==> src/rtl/datapath_pkg.sv <==
// Shared types for the sequenced register/ALU datapath: opcodes, FSM states
// and the bit positions inside the {C,N,Z} flags word.
package datapath_pkg;

    typedef enum logic [2:0] {
        OP_MV  = 3'b000,
        OP_MVI = 3'b001,
        OP_ADD = 3'b010,
        OP_SUB = 3'b011,
        OP_AND = 3'b100,
        OP_OR  = 3'b101,
        OP_XOR = 3'b110,
        OP_CMP = 3'b111
    } op_t;

    typedef enum logic [1:0] {
        S_IDLE = 2'd0,
        S_T1   = 2'd1,
        S_T2   = 2'd2,
        S_T3   = 2'd3
    } state_t;

    localparam int FLAG_Z = 0;
    localparam int FLAG_N = 1;
    localparam int FLAG_C = 2;

endpackage

==> src/rtl/datapath_seq_alu_gen.sv <==
// Combinational WIDTH-bit ALU producing a result and the {C,N,Z} flags.
module alu_gen
    import datapath_pkg::*;
#(
    parameter int WIDTH = 16
) (
    input  logic [WIDTH-1:0] operand_a,
    input  logic [WIDTH-1:0] operand_b,
    input  op_t              op,
    output logic [WIDTH-1:0] result,
    output logic [2:0]       flags
);

    logic [WIDTH:0] ext;
    logic           carry;

    always_comb begin
        ext    = '0;
        carry  = 1'b0;
        result = operand_b;
        case (op)
            OP_ADD: begin
                ext    = {1'b0, operand_a} + {1'b0, operand_b};
                result = ext[WIDTH-1:0];
                carry  = ext[WIDTH];
            end
            // C is the inverted borrow, i.e. set when A >= B unsigned
            OP_SUB, OP_CMP: begin
                ext    = {1'b0, operand_a} - {1'b0, operand_b};
                result = ext[WIDTH-1:0];
                carry  = ~ext[WIDTH];
            end
            OP_AND:  result = operand_a & operand_b;
            OP_OR:   result = operand_a | operand_b;
            OP_XOR:  result = operand_a ^ operand_b;
            default: result = operand_b;
        endcase
        flags         = '0;
        flags[FLAG_C] = carry;
        flags[FLAG_N] = result[WIDTH-1];
        flags[FLAG_Z] = (result == '0);
    end

endmodule

==> src/rtl/datapath_seq.sv <==
// Register file, A/G staging registers and an internal mux bus, sequenced by
// a four-state FSM from one instruction accepted over valid/ready.
module datapath_seq
    import datapath_pkg::*;
#(
    parameter  int WIDTH = 16,
    parameter  int NREGS = 8,
    localparam int RW    = $clog2(NREGS)
) (
    input  logic             clk,
    input  logic             rst_n,
    input  logic             in_valid,
    output logic             in_ready,
    input  logic [2:0]       in_op,
    input  logic [RW-1:0]    in_rx,
    input  logic [RW-1:0]    in_ry,
    input  logic [WIDTH-1:0] in_imm,
    output logic             done,
    output logic [2:0]       flags,
    output logic [WIDTH-1:0] bus,
    input  logic [RW-1:0]    dbg_sel,
    output logic [WIDTH-1:0] dbg_data
);

    state_t           state_q, state_d;
    op_t              ir_op_q;
    logic [RW-1:0]    ir_rx_q, ir_ry_q;
    logic [WIDTH-1:0] ir_imm_q;
    logic [WIDTH-1:0] regs_q [NREGS];
    logic [WIDTH-1:0] a_q, g_q;
    logic [2:0]       flags_q;

    logic [WIDTH-1:0] rx_val, ry_val;
    logic             wr_en, a_en, g_en, accept;
    logic [WIDTH-1:0] alu_result;
    logic [2:0]       alu_flags;

    // Out-of-range indices match no entry, so reads yield 0
    always_comb begin
        rx_val   = '0;
        ry_val   = '0;
        dbg_data = '0;
        for (int unsigned i = 0; i < NREGS; i++) begin
            if (ir_rx_q == RW'(i)) rx_val   = regs_q[i];
            if (ir_ry_q == RW'(i)) ry_val   = regs_q[i];
            if (dbg_sel == RW'(i)) dbg_data = regs_q[i];
        end
    end

    alu_gen #(.WIDTH(WIDTH)) u_alu (
        .operand_a (a_q),
        .operand_b (bus),
        .op        (ir_op_q),
        .result    (alu_result),
        .flags     (alu_flags)
    );

    always_comb begin
        state_d  = state_q;
        in_ready = 1'b0;
        accept   = 1'b0;
        done     = 1'b0;
        bus      = '0;
        wr_en    = 1'b0;
        a_en     = 1'b0;
        g_en     = 1'b0;
        case (state_q)
            S_IDLE: begin
                in_ready = 1'b1;
                if (in_valid) begin
                    accept  = 1'b1;
                    state_d = S_T1;
                end
            end
            S_T1: begin
                case (ir_op_q)
                    OP_MV: begin
                        bus     = ry_val;
                        wr_en   = 1'b1;
                        done    = 1'b1;
                        state_d = S_IDLE;
                    end
                    OP_MVI: begin
                        bus     = ir_imm_q;
                        wr_en   = 1'b1;
                        done    = 1'b1;
                        state_d = S_IDLE;
                    end
                    default: begin
                        bus     = rx_val;
                        a_en    = 1'b1;
                        state_d = S_T2;
                    end
                endcase
            end
            S_T2: begin
                bus  = ry_val;
                g_en = 1'b1;
                if (ir_op_q == OP_CMP) begin
                    done    = 1'b1;
                    state_d = S_IDLE;
                end else begin
                    state_d = S_T3;
                end
            end
            S_T3: begin
                bus     = g_q;
                wr_en   = 1'b1;
                done    = 1'b1;
                state_d = S_IDLE;
            end
            default: state_d = S_IDLE;
        endcase
    end

    always_ff @(posedge clk) begin
        if (!rst_n) begin
            state_q  <= S_IDLE;
            ir_op_q  <= OP_MV;
            ir_rx_q  <= '0;
            ir_ry_q  <= '0;
            ir_imm_q <= '0;
            a_q      <= '0;
            g_q      <= '0;
            flags_q  <= '0;
            for (int unsigned i = 0; i < NREGS; i++) regs_q[i] <= '0;
        end else begin
            state_q <= state_d;
            if (accept) begin
                ir_op_q  <= op_t'(in_op);
                ir_rx_q  <= in_rx;
                ir_ry_q  <= in_ry;
                ir_imm_q <= in_imm;
            end
            if (a_en) a_q <= bus;
            if (g_en) begin
                g_q     <= alu_result;
                flags_q <= alu_flags;
            end
            for (int unsigned i = 0; i < NREGS; i++) begin
                if (wr_en && ir_rx_q == RW'(i)) regs_q[i] <= bus;
            end
        end
    end

    assign flags = flags_q;

endmodule

==> config.mk <==
export PLATFORM = sky130hd
export DESIGN_NAME = datapath_seq
export DESIGN_NICKNAME = d
export VERILOG_FILES = /design/src/rtl/datapath_pkg.sv /design/src/rtl/datapath_seq_alu_gen.sv /design/src/rtl/datapath_seq.sv
export SDC_FILE = /design/constraint.sdc
export NUM_CORES = 1
export LEC_CHECK = 0
export ABC_AREA = 1
export CAP_MARGIN = 20
export CELL_PAD_IN_SITES_DETAIL_PLACEMENT = 1
export CELL_PAD_IN_SITES_GLOBAL_PLACEMENT = 2
export CORE_ASPECT_RATIO = 0.7
export CORE_UTILIZATION = 36
export CTS_BUF_LIST = sky130_fd_sc_hd__clkbuf_4
export DETAILED_ROUTE_END_ITERATION = 12
export PLACE_DENSITY_LB_ADDON = 0.12
export SETUP_SLACK_MARGIN = 0.05
export SLEW_MARGIN = 20
export SYNTH_ARGS = -nofsm -noshare
export SYNTH_HDL_FRONTEND = slang
export SYNTH_SLANG_ARGS = --single-unit
==> constraint.sdc <==
create_clock -name clk -period 3.6 [get_ports clk]
set_input_delay 1.08 -clock clk [delete_from_list [all_inputs] [get_ports clk]]
set_output_delay 1.08 -clock clk [all_outputs]
set_load 0.1 [all_outputs]
Word level (Yosys, flattened, before mapping)

Memory sizes are Yosys's and may differ from the RTL's.
Cells that the tools add are included.

Add/sub/neg operators: 2
Equal/unequal tests: 32
Muxes and demuxes: 75
Bitwise operators: 12
Reductions and logical operators: 16

Operators with widths:

| kind                                                             | count |
|---|---|
| 16-bit 2-to-1 mux                                                | 32 |
| 16-bit case mux with 5 select lines                              | 1 |
| 3-bit == test (second input constant)                            | 16 |
| 16-bit case mux with 3 select lines                              | 1 |
| 1-bit 2-to-1 mux                                                 | 33 |
| 16-bit case mux with 2 select lines                              | 1 |
| 3-bit by 2-bit == test with 1-bit output (second input constant) | 8 |
| 16-bit by 16-bit adder with 17-bit output                        | 1 |
| 16-bit by 16-bit subtractor with 17-bit output                   | 1 |
| 16-bit AND                                                       | 1 |
| 16-bit zero test                                                 | 1 |
| 16-bit OR                                                        | 1 |
| 16-bit XOR                                                       | 1 |
| 3-bit by 1-bit == test with 1-bit output (second input constant) | 4 |
| 3-bit zero test                                                  | 4 |
| 1-bit logical AND                                                | 8 |
| 1-bit OR                                                         | 8 |
| 2-bit case mux with 4 select lines                               | 1 |
| 2-bit 2-to-1 mux                                                 | 3 |
| 2-bit == test (second input constant)                            | 2 |
| 1-bit case mux with 2 select lines                               | 2 |
| 2-bit OR reduction                                               | 2 |
| 1-bit case mux with 3 select lines                               | 1 |
| 2-bit by 1-bit == test with 1-bit output (second input constant) | 1 |
| other kinds (3)                                                  | 3 |

Flip-flop bits (word level): 62
RAM bits: 128
Output and inout port bits: 37
Logic and storage cells: 146
Memories kept: 1

Memories:

| name   | depth | width | rd ports | clocked after Yosys merged registers in | write ports | RTL line           | text |
|---|---|---|---|---|---|---|---|
| regs_q | 8     | 16    | 8        | 0                                       | 8           | datapath_seq.sv:29 | `logic [WIDTH-1:0] regs_q [NREGS];` |

Longest topological paths before layout

Gate-level depths: netlist of the first run.

Word-level depth: 14
Depth in mapped cells: 31

Hierarchy

A second synthesis of the first run with hierarchy kept.

Cell total of the unflattened synthesis: 1972
Area, all modules: 13422.9 um^2

Modules (own cells, without submodules):

| module       | instances | cells each | area each (um^2) | sequential area each (um^2) |
|---|---|---|---|---|
| datapath_seq | 1         | 1429       | 10597.7          | 5084.9 |
| alu_gen      | 1         | 543        | 2825.2           | 0.0 |

Worst setup path before layout of the first run

Ideal clock, no wire load.

Path kind: input port to output port
From: in dbg_sel[0]
To: out dbg_data[5]
Data arrival time: 3.678 ns
Path slack: -1.158 ns
Cell stages on the path: 6
Cell sequence: clkbuf_1 > nor3_1 > a221oi_1 > o211ai_1 > a211oi_1 > a21oi_1

Word-level cells in the longest chain between the ends: 9
Elaborated cells between the ends (all ways): 16

RTL lines:

| element                         | RTL line           | text |
|---|---|---|
| start, declared                 | datapath_seq.sv:21 | `input logic [RW-1:0] dbg_sel,` |
| 3-bit zero test                 | datapath_seq.sv:46 | `if (dbg_sel == RW'(i)) dbg_data = regs_q[i];` |
| 16-bit 2-to-1 mux (7 in series) | datapath_seq.sv:46 |  |
| 16-bit 2-to-1 mux *             | datapath_seq.sv:46 |  |
| end, declared                   | datapath_seq.sv:22 | `output logic [WIDTH-1:0] dbg_data` |

Every way passes the cells marked *; elsewhere a longest branch is shown, timed or not.

Worst setup path in the final report of the first run

From: reg ir_ry_q[2]
To: out bus[0]

Word-level cells in the longest chain between the ends: 11
Elaborated cells between the ends (all ways): 18

RTL lines:

| element                               | RTL line            | text |
|---|---|---|
| start, declared                       | datapath_seq.sv:27  | `logic [RW-1:0] ir_rx_q, ir_ry_q;` |
| start signal, assigned                | datapath_seq.sv:132 | `ir_ry_q <= in_ry;` |
| 3-bit zero test                       | datapath_seq.sv:45  | `if (ir_ry_q == RW'(i)) ry_val = regs_q[i];` |
| 16-bit 2-to-1 mux (7 in series)       | datapath_seq.sv:45  |  |
| 16-bit 2-to-1 mux *                   | datapath_seq.sv:45  |  |
| 16-bit case mux with 2 select lines   | datapath_seq.sv:76  | `case (ir_op_q)` |
| 16-bit case mux with 3 select lines * | datapath_seq.sv:67  | `case (state_q)` |
| end, declared                         | datapath_seq.sv:20  | `output logic [WIDTH-1:0] bus,` |

Marked as above.

==> metrics.yaml, run 1 <==
ir_drop_v: 0.000237
synthArstFlopShare_pct: 0
fp.coreArea_sq_um: 36100
crit_fanout: 8
netlist.area_leader.share_pct: 29.0
initial_core_util_pct: 36.7
rsz0062_at_grt: "true"
first_global_vias: 15500
path_clk_slew_ns: 0.22
drive_gt1_share_pct: 36.4
p_sw_share_pct: 44.3
period_share_pct: 107
syn_avg_cell_area_sq_um: 7.03
slew_headroom_pct: 43.0
combinationalPowerShare_pct: 49.0
fill_cells: 4376
antenna_found_initial: 2
power_mw: 7.70
max_freq_mhz: 259
ys_top_cells_by_count: "nand2_1 (439), inv_1 (292), nor2_1 (234)"
synth_top_family_by_area: "simple AND/OR/NAND/NOR gates"
ant_nets: 0
remaining_drc_errors: 0
die_area_sq_um: 37600
ctsRootBufferMaster: "clkbuf_4"
fp-row-count: 58
yosysMostFrequentCell: "nand2_1"
finalHoldViolations: 0
place_congestion: 0.951
clkPwrFrac_pct: 17.7
fp.dieH_um: 163
p_seq_share_pct: 33.3
synth-main-ff-cell: "edfxtp_1"
synth-compound-area-share_pct: 15.0
numCtsBuffers: 17
synth_xor_area_share_pct: 0.330
min_path_type: "reg2reg"
status: "finished, violations left"
path_class: "reg2out"
cap_violations: 0
setup_slack_ns: -0.263
via_per_inst: 5.54
wl_per_cell_um: 24.5
drt_first_pass_iters: 5
p_int_mw: 4.29
synth-simple-area-share_pct: 29.6
yosysWarningCount: 0
worst_ep_required_time_ns: 2.52
setup_violations: 29
clock_sinks: 189
fin_crit_ns: 3.86
wl_um: 68600
p_switching_mw: 3.41
synth-seq-area-share_pct: 38.2
io_pins: 68
synthMuxAreaShare_pct: 0
min_delay_path_depth: 2
yosys.area_share.adder_pct: 5.31
grt_start_max_net_pins: 33
drtIter0Drc: 1399
yosys.area.top_type: "edfxtp_1"
failed_checks: "setup timing"
power_density_nw_per_um2: 377
fp.dieW_um: 231
overflow: 0
grt_pass1_wl_um: 97500
synth.distinct_cells: 51
synth.area.top_cells: "edfxtp_1 (29%), nand2_1 (12%), dfxtp_1 (9.2%)"
cts_tree: "done"
worstSetupEndpointType: "output pin"
ff2ff_path_depth: 27
finClkSkew_ns: 0.0311
maxSlewViolCount: 0
synthCells: 1886
clockBufferDepth: 2
synthesis.nets: 1972
final_nets: 2396
netlist_area_sq_um: 13300
clock_latency_ns: 0.67
arrival_ns: 2.78
ys_ff_latch: 189
synth_edf_count: 128
cellLeakagePower_nw: 9.17
grtUsageTotal_pct: 35.7
worstMarginPinSlew_ns: 0.853
io_buffers: 67
cts-htree-levels: 4
place_hpwl_um: 51900
fin_tns_setup_ns: -2.88
cp-start-kind: "flip-flop"
vias: 15500
hold_buffers: 0
syn2layout_area_growth_pct: 54.0
## registers in the layout (all words and copies together) (netlist names)
register and count:
regs_q 128, a_q 16, ir_imm_q 16, g_q 15, flags 3, ir_op_q 3, ir_rx_q 3, ir_ry_q 3
state_q 2
## critical path, cell delays in order, from the launching register on
cell and delay (ns):
dfxtp_2 0.40, inv_4 0.06, buf_12 0.13, nand3_1 0.12, buf_6 0.18, nor2_1 0.05, nor3_1 0.27, nand4_1 0.18
nand2_1 0.15, nand3_4 0.11, buf_4 0.16, buf_8 0.12, buf_12 0.15
## cell type report
class                      instances  area [sq um]  share of cell area (%)
sequential                       189          5080                    24.9
tap                              480           601                    2.94
clock buffer                      17           128                   0.625
timing repair buffer             477          4650                    22.8
inverter                         316          1260                    6.18
clock inverter                    15           190                   0.932
multi-input combinational       1309          8500                    41.6
antenna                            1          2.50                  0.0123
## path summary, 6_finish.rpt
| kind | slack, ns | end | from |
|---|---|---|---|
| worst min-delay path | 0.49 | ir_imm_q[10] | ir_imm_q[10] |
| worst max-delay path | -0.26 | bus[0] | ir_ry_q[2] |
| worst max register to register | -0.26 | flags[0] | ir_rx_q[0] |
| worst min register to register | 0.49 | ir_imm_q[10] | ir_imm_q[10] |
## logic make-up (layout without fill, tap and decap cells)
kind of cell / after synthesis / count (layout)
buf+inv: 388 / 825
compound gates: 346 / 346
other cells: 0 / 1
xor+xnor: 5 / 5
simple gates: 903 / 903
fa+ha+maj: 55 / 55
flops: 189 / 189
## power by group through the flow
stage	Clock, mW	Combinational [mW]	Sequential (mW)
after detailed placement	0	3.02	2.60
after floorplan	0	1.59	2.58
after CTS	1.37	3.41	2.56
after global placement	0	2.95	2.59
final	1.36	3.77	2.57
after global routing	1.43	3.97	2.58
## per-layer routing
layer  wire [um]  vias up  GRT usage, %
met2       28700      621          51.0
met5           8        -             0
met4        1320        2          8.28
li1            -     7056             -
met1       32200     7786          52.6
met3        6270       76          9.98
## through the flow
stage | utilization, % | hold slack, ns | area (sq um) | setup WS (ns) | instances
CTS | 53.8 | 0.490 | 19400 | -0.259 | 2777
detailed placement | 48.8 | 0.465 | 17600 | -0.708 | 2695
finish | 56.6 | 0.492 | 20400 | -0.263 | 2804
global placement | 48.8 | 0.465 | 17600 | -0.610 | 2695
global route | 56.6 | 0.519 | 20400 | -0.424 | 2804
floorplan | - | 0.425 | 13800 | -0.260 | 1886
## cell usage in the layout, fill, tap and decap left out, drive strengths merged, types with 4 or more instances in the layout
cell	n
or2	13
clkinv	14
a31oi	6
nand4	49
xor2	4
clkbuf	17
o21ai	106
dfxtp	61
a21oi	156
nor3	17
clkdlybuf4s50	26
o2111ai	13
edfxtp	128
ha	53
o221ai	6
nor2	242
o211ai	7
a21o	4
a221oi	13
inv	315
buf	451
nand3	133
a32o	7
o22ai	14
nand2	443
## what timing repair did
action                                 in CTS  in global routing
endpoints found under the hold margin       0                  0
cloned                                      0                  1
setup endpoints to repair                  49                 50
resized for setup                         308                211
pin swaps                                  74                 84
buffers inserted                           51                 28
Power figures use the tool's default switching activity.
==> run 2: changes to the inputs <==
Settings changed: SYNTH_HIERARCHICAL from default to 1.
==> run 2 against run 1 <==
Against the previous run:
- fmax rose by 0.23%
- synthesized cell count rose by 4.6%
- critical path depth rose by 3
- power fell by 1.5%
- non-clock buffer count rose by 16
- count of clock-buffer cells in the layout stayed put
- clock power shrank 9%
- the flow still finishes with violations (setup timing)
- largest power group unchanged
- wire length shrank 7.4%
- synthesized area up 1.3%
- design area increased by 0.20%
- combinational power about the same
- first-iteration DRC count decreased by 9.9%
==> metrics.yaml, run 2 <==
clockBufferDepth: 2
path_clk_slew_ns: 0.20
grtUsageTotal_pct: 33.0
overflow: 0
fin_tns_setup_ns: -3.11
finalHoldViolations: 0
place_ws_ns: -0.996
worstMarginPinSlew_ns: 0.844
yosys.area_share.adder_pct: 4.87
fin_crit_ns: 3.85
fp.dieW_um: 233
place_congestion: 0.911
grt_pass1_wl_um: 92900
synth-seq-area-share_pct: 37.9
netlist_area_sq_um: 13400
hp-start: "g_q[11]"
via_per_inst: 5.39
initial_core_util_pct: 37.0
status: "finished, violations left"
drtIter0Drc: 1260
rsz0062_at_grt: "true"
cp-start-kind: "flip-flop"
synth.area.top_cells: "edfxtp_1 (29%), nand2_1 (15%), inv_1 (9.6%)"
synth_xor_area_share_pct: 0
synth_top_family_by_area: "simple AND/OR/NAND/NOR gates"
synth_edf_count: 128
clock_latency_ns: 0.68
final_cell_mix: "nand2_1 (461), buf_4 (339), inv_1 (312), nor2_1 (137), edfxtp_1 (128)"
fill_cells: 4482
crit_start: "ir_rx_q[1]"
max_freq_mhz: 259
place_hpwl_um: 46800
fp.coreArea_sq_um: 36300
worstSetupEndpointType: "output pin"
path_class: "reg2out"
failed_checks: "setup timing"
wl_per_cell_um: 21.9
final_nets: 2482
post-place-cells: 2736
synth.distinct_cells: 41
synth-simple-area-share_pct: 30.9
cellLeakagePower_nw: 9.65
arrival_ns: 2.77
finClkSkew_ns: 0.0366
final_common_cell: "nand2_1"
syn_avg_cell_area_sq_um: 6.81
vias: 15600
synthesis.nets: 2054
yosysMostFrequentCell: "nand2_1"
slew_headroom_pct: 43.6
crit_fanout: 6
first_global_vias: 15700
ctsRootBufferMaster: "clkbuf_4"
remaining_drc_errors: 0
yosysWarningCount: 6
period_share_pct: 107
largest_reg_flops: 128
ir_drop_v: 0.000198
numCtsBuffers: 17
ant_nets: 0
synth-main-ff-cell: "edfxtp_1"
largest_register: "regs_q"
setup_slack_ns: -0.255
hold_buffers: 0
finalInstanceArea_sq_um: 20400
antenna_found_initial: 1
synthCells: 1972
fp.dieH_um: 164
drt_first_pass_iters: 5
maxSlewViolCount: 0
netlist.area_leader.share_pct: 28.6
grt_start_max_net_pins: 66
dpl_cell_area_sq_um: 17500
wl_um: 63500
power_density_nw_per_um2: 371
ys_top_cells_by_count: "nand2_1 (534), inv_1 (342), nor2_1 (172)"
min_path_type: "reg2reg"
die_area_sq_um: 38100
ys_ff_latch: 190
synth-compound-area-share_pct: 13.1
synthMuxAreaShare_pct: 0
worst_ep_required_time_ns: 2.52
cts-htree-levels: 4
yosys.area.top_type: "edfxtp_1"
timing.rr.start: "ir_rx_q[1]"
drive_gt1_share_pct: 35.1
clock_sinks: 190
cts_tree: "done"
syn2layout_area_growth_pct: 52.3
io_buffers: 67
setup_violations: 27
fp-row-count: 58
cap_violations: 0
io_pins: 68
synthArstFlopShare_pct: 0
final_cell_count_no_fill: 2894
## run 2: metal layers
layer / vias up / global-route usage, % / routed length [um]
li1: 7202 / - / -
met1: 7680 / 47.5 / 29600
met5: - / 0 / 0
met2: 623 / 49.5 / 27200
met3: 92 / 6.95 / 5280
met4: 0 / 8.88 / 1470
## run 2: cells by family after synthesis
family,after synthesis
flip-flops,190
AND/OR/NAND/NOR,963
buffers and inverters,443
adder cells (fa/ha/maj),51
AO/OA/AOI/OAI,325
## run 2: timing repair
action	CTS	global route
pin swaps	104	57
buffers inserted	97	29
cloned	3	1
endpoints found under the setup margin	47	48
gates resized for setup	333	140
## run 2: metrics by stage
step	hold slack, ns	power, mW	util (%)
floorplan	0.425	4.24	-
global placement	0.443	5.56	48.2
detailed placement	0.447	5.64	48.2
CTS	0.471	7.35	54.3
global route	0.497	7.90	56.3
finish	0.470	7.58	56.3
## run 2: area by class of cell
| class | count | area (sq um) | share of cell area (%) |
|---|---|---|---|
| Timing Repair Buffer | 493 | 4880 | 23.9 |
| Clock inverter | 15 | 145 | 0.710 |
| Antenna cell | 1 | 2.50 | 0.0122 |
| Multi-Input combinational cell | 1341 | 8170 | 40.0 |
| Sequential cell | 190 | 5110 | 25.0 |
| Clock buffer | 17 | 128 | 0.624 |
| Inverter | 357 | 1410 | 6.87 |
| Tap cell | 480 | 601 | 2.94 |
## run 2: report_power, final
group | internal, mW | total (mW) | switching, mW
clock network | 0.316 | 1.24 | 0.929
logic | 1.50 | 3.76 | 2.25
registers | 2.47 | 2.58 | 0.117
total | 4.29 | 7.58 | 3.30
## run 2: worst paths after layout
check / slack [ns] / cells past startpoint / to
max: -0.25 / 15 / bus[13]
min: 0.47 / 2 / g_q[11]
max reg2reg: -0.19 / 28 / flags[0]
min reg2reg: 0.47 / 2 / g_q[11]
## run 2: critical path: stages, from the launching register on
cell and delay, ns:
dfxtp_4 0.41, inv_4 0.04, nor2_4 0.15, nand2_4 0.11, buf_12 0.16, buf_8 0.13, or2_4 0.23, nand2_4 0.06
nand2_2 0.05, nand2_2 0.06, nand3_2 0.07, nand2_2 0.09, nand3b_4 0.11, buf_6 0.14, buf_8 0.12, buf_12 0.15
